$ cat config.mk
export PLATFORM = sky130hd
export DESIGN_NAME = simple
export DESIGN_NICKNAME = d
export VERILOG_FILES = /design/src/rtl/simple_pkg.sv /design/src/rtl/simple_tap_line.sv /design/src/rtl/simple.sv
export SDC_FILE = /design/constraint.sdc
export NUM_CORES = 1
export LEC_CHECK = 0
export CORE_UTILIZATION = 40
export DETAILED_ROUTE_END_ITERATION = 16
export PLACE_DENSITY = 0.62
export SKIP_CTS_REPAIR_TIMING = 1
export SYNTH_ARGS = -nofsm -noshare
export SYNTH_HDL_FRONTEND = slang
export SYNTH_HIERARCHICAL = 1
export SYNTH_SLANG_ARGS = --single-unit
$ cat constraint.sdc
create_clock -name clock -period 4.3 [get_ports clock]
set_input_delay 1.075 -clock clock [delete_from_list [all_inputs] [get_ports clock]]
set_output_delay 1.075 -clock clock [all_outputs]
set_load 0.1 [all_outputs]
$ cat src/rtl/simple_pkg.sv
// Shared constants and helpers for the simple moving-average filter.
// The optional SIMPLE_ROUND_EN macro is consumed by rtl/simple.sv.
package simple_pkg;

    localparam int SIMPLE_WIDTH     = 8;
    localparam int SIMPLE_TAPS_LOG2 = 2;

    // Running sum must hold N full-scale samples without overflow.
    function automatic int acc_width(input int width, input int taps_log2);
        return width + taps_log2;
    endfunction

endpackage

$ cat src/rtl/simple_tap_line.sv
// Shift register of the most recent DEPTH samples; exposes the oldest one,
// which is the sample leaving the averaging window on the next edge.
module simple_tap_line #(
    parameter int WIDTH = 8,
    parameter int DEPTH = 4
) (
    input  logic             clock,
    input  logic             reset,
    input  logic [WIDTH-1:0] data_in,
    output logic [WIDTH-1:0] oldest
);

    logic [WIDTH-1:0] taps [DEPTH];

    always_ff @(posedge clock) begin
        if (reset) begin
            for (int i = 0; i < DEPTH; i++) begin
                taps[i] <= '0;
            end
        end else begin
            taps[0] <= data_in;
            for (int i = 1; i < DEPTH; i++) begin
                taps[i] <= taps[i-1];
            end
        end
    end

    assign oldest = taps[DEPTH-1];

endmodule

$ cat src/rtl/simple.sv
// Streaming unsigned moving average over the last 2^TAPS_LOG2 samples.
// Define SIMPLE_ROUND_EN to round half up instead of truncating.
module simple
    import simple_pkg::*;
#(
    parameter int WIDTH     = SIMPLE_WIDTH,
    parameter int TAPS_LOG2 = SIMPLE_TAPS_LOG2
) (
    input  logic             clock,
    input  logic             reset,
    input  logic [WIDTH-1:0] data_in,
    output logic [WIDTH-1:0] data_out
);

    localparam int DEPTH = 1 << TAPS_LOG2;
    localparam int AW    = acc_width(WIDTH, TAPS_LOG2);

    logic [WIDTH-1:0] oldest;
    logic [AW-1:0]    acc;
    logic [AW-1:0]    acc_next;
    logic [AW-1:0]    rounded;

    simple_tap_line #(
        .WIDTH (WIDTH),
        .DEPTH (DEPTH)
    ) u_tap_line (
        .clock   (clock),
        .reset   (reset),
        .data_in (data_in),
        .oldest  (oldest)
    );

    // acc always equals the sum of the taps, so this subtraction never underflows.
    assign acc_next = acc + AW'(data_in) - AW'(oldest);

`ifdef SIMPLE_ROUND_EN
    localparam logic [AW-1:0] HALF = AW'(DEPTH / 2);
    assign rounded = acc_next + HALF;
`else
    assign rounded = acc_next;
`endif

    always_ff @(posedge clock) begin
        if (reset) begin
            acc      <= '0;
            data_out <= '0;
        end else begin
            acc      <= acc_next;
            data_out <= WIDTH'(rounded >> TAPS_LOG2);
        end
    end

endmodule

==> reports/metrics.cfg <==
[outcome]
outcome=complete, no violations

[logic_synthesis]
syn_area_sq_um=1830
synth_top_cells_by_area=dfxtp_1 (46%), nor2b_1 (11%), fa_1 (8.8%)
syn_avg_cell_area_sq_um=9.99
yosysTopAreaCell=dfxtp_1
ys_ff_latch=42
synth_top_area_share_pct=46.0
syn_nets=211
ys.flop_type=dfxtp_1
synth.yosys.warnings=6
async_reset_ff_share_pct=0
synthTopCellsByCount=dfxtp_1 (42), inv_1 (34), nor2b_1 (33), buf_4 (11), ha_1 (10)
synth.yosys.seq_area_share_pct=46.0
synth.most_common_cell=dfxtp_1
syn_inst=183
ys_types=27
synth-edff-count=0

[power_and_ir_drop]
p_clk_share_pct=18.1
swShare_pct=42.7
p_comb_share_pct=49.6
power.internal_uw=807
seqPwrFrac_pct=32.3
p_leak_uw=0.000932
max-vdd-ir-drop_uv=228
netSwitchingPower_uw=602
power_density_nw_per_um2=681

[routing]
drcViolationCount=0
topRoutingLayerUsed=met4
wire_per_inst_um=10.2
wl_met3_um=80
wl_met2_um=1090
firstDrtPassIters=4
via_per_inst=4.37
routed_wl_um=2530
wl_met1_um=1280
ant_nets=0
vias=1089
drtIter0Drc=24

[timing]
drv_slew=0
finalSetupTns_ns=0
fin_crit_ns=3.67
finalSetupViolations=0
slew_headroom_pct=34.7
worst_slew_pin_slew_ns=0.977
fmax_mhz=273
fin_crit_sh_pct=85.2
rsz0062_at_grt=no
hold_violations=0
finalClockSkew_ns=0.00554
setup_ws_ns=0.635

[worst_setup_path]
r2r_start=data_out[0]
crit_fanout=4
critPathRequiredTime_ns=4.48
cp-start-kind=input pin
r2r_end=data_out[6]
rr_worst_depth=9
reg2reg_slack_ns=1.56
worstSetupPathType=input pin to flop
worstSetupEndpointType=flop
arrival_ns=3.84

[clock_tree]
clk_pin_slew_ns=0.07
htreeDepth=2
cts.path.max_buffers=2
cts_buffers=5
clk_latency_ns=0.29
clock_sinks=42
tritoncts=built
root_buffer=clkbuf_8

[floorplan]
ios=18
dieHeight_um=69.6
coreArea_sq_um=4380
die_x_um=69.6
core.rowCount=24
die_area_sq_um=4840
initial_core_util_pct=41.7

[global_route]
grtUsageTotal_pct=12.4
grt_pass1_wl_um=4600
antenna_found_initial=0
grt_max_degree=25
overflow=0
grt_pass1_vias=1075

[hold_path]
hold_depth=1
min_to=u_tap_line/taps[3][6]
min_from=u_tap_line/taps[2][6]
hold_path_class=flop to flop

[placed_design]
dp_hpwl_um=1900
pre_cts_ws_ns=0.325
port_buffers=17
routabilityCongestion=0.813

[final_layout]
n_antenna_cell=0
drive_gt1_share_pct=5.08
layout.nets=224
fin_util_pct=47.2
area_delta_synth_final_pct=13.1

[run]
max-cap-violations=0

-- layout make-up --
| class | count | area [sq um] |
|---|---|---|
| fillers | 414 | 2320 |
| flip-flops and latches | 42 | 841 |
| multi-input cells | 95 | 766 |
| repair buffers | 18 | 178 |
| inverters | 34 | 128 |
| clock buffers | 7 | 86.3 |
| well taps | 52 | 65.1 |
| clock inverters | 1 | 5.00 |
-- critical path: stages --
cell	delay [ns]
clkdlybuf4s50_1	0.47
inv_1	0.06
fa_1	0.53
inv_1	0.04
ha_1	0.33
nor2b_4	0.15
o31a_1	0.26
or4_1	0.40
a31oi_1	0.20
mux2_1	0.34
-- worst max path at each step --
stage	cells after the start	slack, ns	start	to
2_1_floorplan	9	0.92	data_in[2]	data_out[6]
3_3_place_gp	10	0.35	data_in[2]	data_out[6]
3_5_place_dp	10	0.33	data_in[2]	data_out[6]
4_1_cts	10	0.64	data_in[2]	data_out[6]
5_1_grt	10	0.53	data_in[2]	data_out[6]
6_report	10	0.63	data_in[2]	data_out[6]
-- cells in the final DEF, fill, tap and decap left out, types with 2 or more instances in the layout --
cell / Yosys / final
a211oi_1: 2 / 2
a21o_1: 2 / 2
a21oi_1: 6 / 6
clkbuf_8: 0 / 6
clkdlybuf4s50_1: 0 / 17
dfxtp_1: 42 / 42
fa_1: 8 / 8
ha_1: 10 / 10
inv_1: 34 / 34
nand2_1: 3 / 3
nor2_1: 5 / 5
nor2b_1: 33 / 33
nor3_1: 5 / 5
o21a_1: 4 / 4
o21ai_0: 4 / 4
xor2_1: 2 / 2
-- registers in the layout, summed over array words and instances, names as in the netlist --
signal / count
acc: 2
u_tap_line/taps: 32
data_out: 8
-- metrics by stage --
stage | std cells | cell area [sq um] | hold slack (ns) | power (uW)
3_5_place_dp | 241 | 1980 | 0.425 | 1160
4_1_cts | 249 | 2070 | 0.438 | 1420
5_1_grt | 249 | 2070 | 0.457 | 1520
3_3_place_gp | 241 | 1980 | 0.416 | 1150
6_report | 249 | 2070 | 0.431 | 1410
2_1_floorplan | 183 | 1830 | 0.414 | 1070
-- power by group through the flow --
stage / logic [uW] / registers [uW] / clock network, uW
after floorplan: 610 / 459 / 0
after global placement: 681 / 465 / 0
after detailed placement: 698 / 466 / 0
after CTS: 702 / 457 / 266
after global routing: 770 / 462 / 286
final: 699 / 455 / 255
-- kinds of logic after synthesis --
kind of cell,after synthesis,synth area share (%)
AND/OR/NAND/NOR,53,17.4
XOR/XNOR,3,1.44
buffers and inverters,46,12.1
AO/OA/AOI/OAI,20,6.84
flip-flops,42,46.0
adder cells (fa/ha/maj),18,15.6
multiplexers,1,0.616
-- routing by layer --
metal | track usage, % | vias up
met5 | 0 | -
met4 | 7.48 | 0
met3 | 4.51 | 7
met2 | 19.3 | 19
met1 | 14.6 | 486
li1 | - | 577
No activity file was read; power rests on OpenSTA's default activity.
